===== src/rtl/mem_rd_skew_ctrl.sv =====
// mem_rd_skew_ctrl: diagonally skewed scratchpad read sequencer.
// Define MEM_RD_SKEW_EN for per-bank skew; undefined reads all banks in lockstep.
module mem_rd_skew_ctrl #(
    parameter int SYS_ROW    = 16,
    parameter int DATA_WIDTH = 16,
    parameter int ADDR_WIDTH = 8
) (
    input  logic                  clk,
    input  logic                  rstn,
    input  logic                  rd_start,
    input  logic [ADDR_WIDTH-1:0] base_addr,
    input  logic [DATA_WIDTH-1:0] num_row,
    input  logic                  stall,
    output logic [SYS_ROW-1:0]    rd_en_out,
    output logic [ADDR_WIDTH-1:0] rd_addr [0:SYS_ROW-1],
    output logic                  rd_busy,
    output logic                  rd_done
);

    localparam int TW = DATA_WIDTH + $clog2(SYS_ROW) + 1;

    typedef enum logic [1:0] {
        IDLE,
        RUN,
        DONE
    } state_t;

    state_t                state_q;
    state_t                state_d;
    logic [ADDR_WIDTH-1:0] base_q;
    logic [ADDR_WIDTH-1:0] base_d;
    logic [DATA_WIDTH-1:0] nrow_q;
    logic [DATA_WIDTH-1:0] nrow_d;
    logic [TW-1:0]         t_q;
    logic [TW-1:0]         t_d;
    logic [TW-1:0]         nsteps;
    logic [TW-1:0]         it;
    logic                  issue;
    logic                  hold;
    logic                  busy_d;
    logic                  done_d;
    logic [SYS_ROW-1:0]    en_d;
    logic [ADDR_WIDTH-1:0] addr_d [0:SYS_ROW-1];

    // Total number of issue steps for the latched job.
`ifdef MEM_RD_SKEW_EN
    assign nsteps = TW'(nrow_q) + TW'(SYS_ROW - 1);
`else
    assign nsteps = TW'(nrow_q);
`endif

    // Next-state, step counter and job latch; t counts steps already issued.
    always_comb begin
        state_d = state_q;
        base_d  = base_q;
        nrow_d  = nrow_q;
        t_d     = t_q;
        it      = '0;
        issue   = 1'b0;
        hold    = 1'b0;
        busy_d  = 1'b0;
        done_d  = 1'b0;
        unique case (state_q)
            IDLE: begin
                if (rd_start) begin
                    base_d = base_addr;
                    nrow_d = num_row;
                    t_d    = '0;
                    if (num_row == '0) begin
                        state_d = DONE;
                        done_d  = 1'b1;
                    end else begin
                        state_d = RUN;
                        busy_d  = 1'b1;
                        issue   = 1'b1;
                        t_d     = TW'(1);
                    end
                end
            end
            RUN: begin
                if (t_q == nsteps) begin
                    state_d = DONE;
                    done_d  = 1'b1;
                end else if (stall) begin
                    busy_d = 1'b1;
                    hold   = 1'b1;
                end else begin
                    busy_d = 1'b1;
                    issue  = 1'b1;
                    it     = t_q;
                    t_d    = t_q + TW'(1);
                end
            end
            DONE: begin
                state_d = IDLE;
            end
            default: begin
                state_d = IDLE;
            end
        endcase
    end

    // Per-bank enable/address for the step being issued this edge.
    always_comb begin
        for (int i = 0; i < SYS_ROW; i++) begin
            en_d[i]   = 1'b0;
            addr_d[i] = '0;
            if (issue) begin
`ifdef MEM_RD_SKEW_EN
                if (it >= TW'(i) && it < TW'(nrow_d) + TW'(i)) begin
                    en_d[i]   = 1'b1;
                    addr_d[i] = base_d + it[ADDR_WIDTH-1:0]
                              - ADDR_WIDTH'(i);
                end
`else
                if (it < TW'(nrow_d)) begin
                    en_d[i]   = 1'b1;
                    addr_d[i] = base_d + it[ADDR_WIDTH-1:0];
                end
`endif
            end else if (hold) begin
                addr_d[i] = rd_addr[i];
            end
        end
    end

    // Control state and job registers.
    always_ff @(posedge clk) begin
        if (!rstn) begin
            state_q <= IDLE;
            base_q  <= '0;
            nrow_q  <= '0;
            t_q     <= '0;
        end else begin
            state_q <= state_d;
            base_q  <= base_d;
            nrow_q  <= nrow_d;
            t_q     <= t_d;
        end
    end

    // Registered outputs.
    always_ff @(posedge clk) begin
        if (!rstn) begin
            rd_en_out <= '0;
            rd_busy   <= 1'b0;
            rd_done   <= 1'b0;
            for (int i = 0; i < SYS_ROW; i++) begin
                rd_addr[i] <= '0;
            end
        end else begin
            rd_en_out <= en_d;
            rd_busy   <= busy_d;
            rd_done   <= done_d;
            for (int i = 0; i < SYS_ROW; i++) begin
                rd_addr[i] <= addr_d[i];
            end
        end
    end

endmodule


===== config.mk =====
export PLATFORM = sky130hd
export DESIGN_NAME = mem_rd_skew_ctrl
export DESIGN_NICKNAME = d
export VERILOG_FILES = /design/src/rtl/mem_rd_skew_ctrl.sv
export SDC_FILE = /design/constraint.sdc
export NUM_CORES = 1
export LEC_CHECK = 0
export ABC_AREA = 1
export BUFFER_PORTS_ARGS = -buffer_cell sky130_fd_sc_hd__buf_2
export CAP_MARGIN = 20
export CORE_UTILIZATION = 35
export CTS_CLUSTER_SIZE = 25
export DETAILED_ROUTE_END_ITERATION = 12
export PLACE_DENSITY_LB_ADDON = 0.1
export SYNTH_ARGS = -nofsm -noshare
export SYNTH_HDL_FRONTEND = slang
export SYNTH_SLANG_ARGS = --single-unit

===== constraint.sdc =====
create_clock -name clk -period 5.2 [get_ports clk]
set_clock_uncertainty 0.05 [all_clocks]
set_input_delay 1.3 -clock clk [delete_from_list [all_inputs] [get_ports clk]]
set_output_delay 1.3 -clock clk [all_outputs]
set_load 0.02 [all_outputs]

==> results of run 1 <==
[per-stage QoR]
step	cell area (um2)	power, W	hold slack (ns)
3_3_place_gp	4740	0.000958	0.445
3_5_place_dp	4740	0.000958	0.445
6_report	5020	0.00154	0.447
5_1_grt	5020	0.00162	0.476
2_1_floorplan	4710	0.000930	0.411
4_1_cts	5020	0.00156	0.452
[power breakdown]
group / internal, W / switching [W] / total, W
Sequential: 0.000474 / 0.0000308 / 0.000505
Combinational: 0.000138 / 0.000302 / 0.000440
Clock: 0.000379 / 0.000211 / 0.000590
Total: 0.000992 / 0.000544 / 0.00154
[how the worst max path moves through the flow]
stage / endpoint / slack (ns) / depth (start not counted)
2_1_floorplan: rd_addr[6] / 1.66 / 17
3_3_place_gp: rd_addr[7] / 1.38 / 12
3_5_place_dp: rd_addr[7] / 1.35 / 12
4_1_cts: rd_addr[7] / 1.64 / 17
5_1_grt: rd_addr[7] / 1.32 / 17
6_report: rd_addr[7] / 1.69 / 17
[sequential cells by signal (all words and copies together) (netlist names)]
| register | count |
|---|---|
| t_q | 21 |
| nrow_q | 16 |
| base_q | 8 |
| rd_addr | 8 |
| state_q | 2 |
| rd_busy | 1 |
| rd_done | 1 |
| rd_en_out | 1 |
[kinds of logic after synthesis]
| kind of cell | count (synthesis) | synth area share, % |
|---|---|---|
| AO/OA/AOI/OAI | 79 | 9.03 |
| XOR/XNOR | 13 | 2.42 |
| adder cells (fa/ha/maj) | 24 | 6.54 |
| buffers and inverters | 213 | 27.9 |
| flip-flops | 58 | 24.7 |
| AND/OR/NAND/NOR | 322 | 29.4 |
[area by class of cell]
| type | instances | share of cell area [%] |
|---|---|---|
| Multi-Input combinational cell | 438 | 44.4 |
| Sequential cell | 58 | 23.1 |
| Clock buffer | 12 | 4.91 |
| Inverter | 65 | 4.86 |
| Timing Repair Buffer | 175 | 17.5 |
| Tap cell | 176 | 4.38 |
| Clock inverter | 3 | 0.797 |
[per-layer routing]
metal	global-route usage, %	vias to the layer above
met5	0	-
met4	7.13	0
met3	3.92	20
met2	31.1	161
met1	22.4	1921
li1	-	2214
[layout by cell type, fill, tap and decap left out, types with 3 or more instances in the layout]
master       n
nand3_1     27
inv_1       56
nand2_2      3
or2_2        8
inv_2        7
nor3_1       9
clkbuf_16    9
nor4_1       4
buf_2      173
nand2_1    149
a21oi_1     36
o21ai_0     35
nand3b_1     3
nor2_1      93
nand4_1     19
ha_1        23
xor2_1       9
xnor2_1      4
nor2_2       4
dfxtp_1     58
==> metrics.md, run 1 <==
| Metric | Value |
|---|---|
| Status | complete, no violations |
| WP data required | 5.42 ns |
| Synth-to-layout area growth | 6.70% |
| DRT iter0 DRCs | 223 |
| GRT Overall Usage | 18.3% |
| RSZ-0062 raised after global routing | no |
| Reg2reg start | t_q[7] |
| Min-Delay Endpoint | rd_done |
| Syn_nets | 761 |
| Share of cells above drive strength 1 | 28.4% |
| Antenna-violating nets left | 0 |
| Die Span Y | 118 um |
| Layout Cells excl Fill | 927 |
| Internal reg-to-reg setup slack | 1.69 ns |
| Initial Util | 35.7% |
| Clk sinks | 58 |
| Antenna violations before repair | 0 |
| Critical Path Sink Type | register |
| Multi-input gate area | 2230 um2 |
| Share of the yosys chip area belonging to registers | 24.7% |
| Main area contributors after synthesis | dfxtp_1 25%, buf_4 22%, nand2_1 12% |
| Number of hold buffers added after cts | 0 |
| Buf/Inv on CP | 2 |
| Grt ovf | 0 |
| Hold Crit Start | state_q[1] |
| Met3 WL | 636 um |
| Headroom to the max-slew limit | 51.6% |
| WP data arrival | 3.74 ns |
| Post-Route WL | 12300 um |
| Max incr delay on CP | 0.58 ns |
| Max Clk Rate | 0.285 GHz |
| Crit path launch | t_q[7] |
| Ys flop type | dfxtp_1 |
| Worst Max-Slew Pin Slew | 0.727 ns |
| GP Congestion | 0.882 |
| Hold WC Path Type | register to register |
| Fin crit share | 67.6% |
| Core region area | 13200 um2 |
| First-pass GRT wire length | 19800 um |
| Die span in x | 118 um |
| Post_cts resized | 0 |
| Synth Cell Area | 4710 um2 |
| Rows | 42 |
| Yosys Warn Count | 0 |
| Peak supply drop | 180 uV |
| Top routing layer used | met4 |
| Post-synthesis cell type count | 35 |
| Core Util, Final | 38.1% |
| CTS HTree Levels | 3 |
| Die area | 13900 um2 |
| Setup_tns | 0 ns |
| Leading area contributor after synthesis | dfxtp_1 |
| Fin crit period | 3.51 ns |
| Fin. max-slew vios | 0 |
| DR pass1 iterations | 4 |
| Met2 wire len | 6000 um |
| FILL cells | 1440 |
| CTS buffer count | 9 |
| Placed cells | 912 |
| DR vias | 4316 |
| Post-Syn Area per Cell | 6.64 um2 |
| Clock root buffer | clkbuf_16 |
| Diodes inserted | 0 |
| Reg area | 1160 um2 |
| Setup WS pre-CTS | 1.35 ns |
| Max Fanout on Critical Path | 15 |
| Crit Path Class | register to register |
| Input/output buffers | 173 |
| I/O pins | 174 |
| Clk slew on worst S/H paths | 0.05 ns |
| Fin. Hold Viols | 0 |
| HPWL Detailed | 9580 um |
| Routed len/inst | 13.3 um |
| Power Density | 306 nW/um2 |
| Final setup viols | 0 |
| Cells after Synth | 709 |
| Top-count cell post-synth | nand2_1 |
| DRC viols | 0 |
| Pleak | 2.65 nW |
| Metal-1 WL | 5420 um |
| Number of vias per cell | 4.66 |
| CTS tree | yes |
| Maximum clock path buffer count | 2 |
| Post-synthesis register bit count | 58 |
| Worst-path cell chain | inv_1 > nand2_1 > nand4_1 > nor2_1 > nand3_4 > nand2_2 > inv_2 > nand2_4 > nor2_1 > ha_1 > a21oi_1 > o21ai_0 > nand4_1 > o211ai_1 > a21oi_1 > nand2_1 > o21bai_1 |
| Hold path depth | 1 |
| Crit path launch type | register |
| Max-Cap Viols | 0 |
| Largest net degree at the start of global routing | 44 |
| Post-synth EDFFs | 0 |
| Clk_lat worst skew | 0.34 ns |
| CP max-delay cell | a21oi_1 |
| R2R cell count | 17 |
| Ys async rst share | 0% |
| Setup fix buffers added after clock tree synthesis | 0 |
| Worst path top cell family by delay | simple AND/OR/NAND/NOR gates |
| Worst flop-to-flop path endpoint | rd_addr[7] |
| Total Nets Final | 799 |
| Vias in the first global route | 3812 |
| Share of the synthesized area in the top cell type | 24.7% |
| Post-synth top cells | 149 x nand2_1, 135 x buf_4, 93 x nor2_1, 58 x dfxtp_1, 56 x inv_1 |
| Final worst slack | 1.69 ns |
(Power assumes the default switching activity.)
==> run 2: changes to the inputs <==
--- a/config.mk
+++ b/config.mk
@@ -5,7 +5,7 @@
 export SDC_FILE = /design/constraint.sdc
 export NUM_CORES = 1
 export LEC_CHECK = 0
-export ABC_AREA = 1
+export ABC_AREA = 0
 export BUFFER_PORTS_ARGS = -buffer_cell sky130_fd_sc_hd__buf_2
 export CAP_MARGIN = 20
 export CORE_UTILIZATION = 35
==> constraint.sdc (replaced) <==
create_clock -name clk -period 3.6 [get_ports clk]
set_clock_uncertainty 0.05 [all_clocks]
set_input_delay 0.9 -clock clk [delete_from_list [all_inputs] [get_ports clk]]
set_output_delay 0.9 -clock clk [all_outputs]
set_load 0.02 [all_outputs]
==> run 2 against run 1 <==
  * Register-to-register slack worse by 1.4 ns
  * Synthesized area decreased by 7.4%
  * Routed wire length is 17% lower
  * Cell count fell by 21%
  * Synthesized cell count is 29% lower
  * Sequential power grew 40%
  * Combinational power is 4% higher
  * Cell area shrank 3.9%
  * Via count down 23%
  * First-iteration DRC count fell by 48%
  * Fmax grew 5.0%
  * Largest cell class unchanged
==> metrics.md, run 2 <==
| Metric | Value |
|---|---|
| Max Fanout on Critical Path | 10 |
| Share of the yosys chip area belonging to registers | 26.6% |
| Antenna-violating nets left | 0 |
| Share of the synthesized area in the top cell type | 26.6% |
| Die Span Y | 114 um |
| Clk_lat worst skew | 0.32 ns |
| Ys flop type | dfxtp_1 |
| Gate power share | 22.6% |
| I/O pins | 174 |
| Sw Ratio | 31.4% |
| Post-synthesis register bit count | 58 |
| Top Registers | t_q: 21 flops, nrow_q: 16 flops |
| Switch Pwr | 0.000636 W |
| Synth Cell Area | 4360 um2 |
| Power Density | 420 nW/um2 |
| Fin. Hold Viols | 0 |
| Fin crit period | 3.35 ns |
| Number of hold buffers added after cts | 0 |
| DRC viols | 0 |
| Core region area | 12100 um2 |
| GRT Overall Usage | 16.2% |
| Max FFs per register | 21 |
| Number of vias per cell | 4.53 |
| Post-Syn Area per Cell | 8.67 um2 |
| Rows | 40 |
| Peak supply drop | 217 uV |
| Crit-path most repeated cell | buf_4 |
| FILL cells | 1233 |
| Worst Max-Slew Pin Slew | 0.655 ns |
| Input/output buffers | 173 |
| Largest net degree at the start of global routing | 33 |
| Fin. max-slew vios | 0 |
| Headroom to the max-slew limit | 56.0% |
| Cells after Synth | 503 |
| Vias in the first global route | 3050 |
| Setup WS pre-CTS | 0.0987 ns |
| Main area contributors after synthesis | dfxtp_1 27%, buf_4 24%, ha_1 6.6% |
| Fin crit share | 93.0% |
| Part of the power in registers | 34.8% |
| Syn_nets | 555 |
| Total Nets Final | 613 |
| Internal Pwr Total | 0.00139 W |
| Worst-path cell chain | xor2_1 > nor4_2 > and4_4 > a31oi_4 > buf_4 > and2_1 > ha_1 > a2111oi_0 > a21oi_1 > a211oi_4 > buf_4 > a22o_1 |
| DRT iter0 DRCs | 117 |
| CTS tree | yes |
| Crit path launch type | register |
| Most frequent cells in the layout | 173 x buf_2, 58 x dfxtp_1, 36 x nand2_1 |
| Crit Path Class | register to register |
| Initial Util | 36.1% |
| Core Util, Final | 40.0% |
| Max-Cap Viols | 0 |
| Setup_tns | 0 ns |
| Biggest register | t_q |
| Max Clk Rate | 0.299 GHz |
| Clock root buffer | clkbuf_16 |
| Leading area contributor after synthesis | dfxtp_1 |
| Ys async rst share | 0% |
| Clk slew on worst S/H paths | 0.05 ns |
| Grt ovf | 0 |
| CTS HTree Levels | 3 |
| Antenna violations before repair | 0 |
| Status | complete, no violations |
| Post-synth top cells | 137 x buf_4, 58 x dfxtp_1, 36 x nand2_1, 30 x xor2_1, 27 x and2_1 |
| Share of cells above drive strength 1 | 40.1% |
| Compound-cell area share of the yosys netlist | 11.4% |
| DR vias | 3323 |
| DR pass1 iterations | 4 |
| Pleak | 2.60 nW |
| Clk sinks | 58 |
| Post-Route WL | 10300 um |
| Die area | 12900 um2 |
| Post-synthesis cell type count | 52 |
| Routed len/inst | 14.0 um |
| Mux cell area share after synthesis | 3.90% |
| Diodes inserted | 0 |
| First-pass GRT wire length | 16100 um |
| Post-Synth Adder-Cell Area | 7.06% |
| Maximum clock path buffer count | 2 |
| Post-synthesis xor/xnor area fraction | 6.63% |
| Most common cell after layout, fill and taps aside | buf_2 |
| Main combinational cell family by area after synthesis | buffers and inverters |
| HPWL Detailed | 8050 um |
| Hold WC Path Type | register to register |
| Final worst slack | 0.252 ns |
| Critical Path Sink Type | register |
| WP data arrival | 3.56 ns |
| Clock share of power | 42.7% |
| Post-synth EDFFs | 0 |
| Final setup viols | 0 |
| Top-count cell post-synth | buf_4 |
| WHS | 0.440 ns |
| Max incr delay on CP | 0.45 ns |
| GP Congestion | 0.808 |
| WP data required | 3.81 ns |
| CTS buffer count | 9 |
| Die span in x | 114 um |
| CP max-delay cell | a2111oi_0 |
| Yosys Warn Count | 0 |
| Simple-Gate Fraction of Synth Area | 19.2% |
| Synth-to-layout area growth | 10.8% |
[run 2: layer usage]
| layer | vias to the layer above | share of wire [%] | global-route usage [%] | wire, um |
|---|---|---|---|---|
| met5 | - | 0 | 0 | 0 |
| met4 | 0 | 1.8 | 5.70 | 185 |
| met3 | 16 | 4.4 | 2.98 | 448 |
| met2 | 129 | 49 | 27.8 | 5020 |
| met1 | 1484 | 45 | 20.2 | 4610 |
| li1 | 1694 | - | - | - |
[run 2: repair_timing]
item | CTS | global route
endpoints found under the setup margin | 0 | 8
buffers inserted | 0 | 1
gates resized for setup | 0 | 1
hold endpoints to repair | 0 | 0
[run 2: power by group through the flow]
stage / Clock (W) / Combinational [W] / Sequential (W)
4_1_cts: 0.000892 / 0.000457 / 0.000706
6_report: 0.000865 / 0.000457 / 0.000705
3_5_place_dp: 0 / 0.000454 / 0.000720
2_1_floorplan: 0 / 0.000402 / 0.000725
5_1_grt: 0.000920 / 0.000500 / 0.000712
3_3_place_gp: 0 / 0.000458 / 0.000718
[run 2: worst paths after layout]
| check | start | endpoint | slack, ns | depth (start not counted) |
|---|---|---|---|---|
| hold / removal | t_q[20] | t_q[20] | 0.44 | 2 |
| setup / recovery | t_q[5] | rd_addr[2] | 0.25 | 12 |
| hold reg to reg | t_q[20] | t_q[20] | 0.44 | 2 |
| setup reg to reg | t_q[5] | rd_addr[2] | 0.25 | 12 |
[run 2: cells by family after synthesis]
family | Yosys count
DFF | 58
AOI/OAI and AO/OA | 67
and+or+nand+nor | 152
xor gates and xnor gates | 33
muxes | 17
buffers and inverters | 152
adders and majority gates | 24
[run 2: area by class of cell]
type | count | area (um2) | area share (%)
timing repair buffer | 196 | 1040 | 21.5
multi-input combinational | 293 | 2100 | 43.5
tap | 168 | 210 | 4.35
clock buffer | 10 | 239 | 4.95
inverter | 3 | 11.3 | 0.233
sequential | 58 | 1160 | 24.0
clock inverter | 6 | 66.3 | 1.37
[run 2: worst max-delay path, delay by kind of cell (launching register included)]
family	cells	cell delay, ns
AOI/OAI and AO/OA	5	1.15
and+or+nand+nor	3	0.81
buffers and inverters	2	0.41
DFF	1	0.37
adders and majority gates	1	0.30
xor gates and xnor gates	1	0.19
[run 2: metrics by stage]
| step | instance area (um2) | total power, W | cells |
|---|---|---|---|
| 2_1_floorplan | 4360 | 0.00113 | 503 |
| 5_1_grt | 4830 | 0.00213 | 734 |
| 3_5_place_dp | 4520 | 0.00117 | 717 |
| 4_1_cts | 4820 | 0.00205 | 733 |
| 6_report | 4830 | 0.00203 | 734 |
| 3_3_place_gp | 4520 | 0.00118 | 717 |
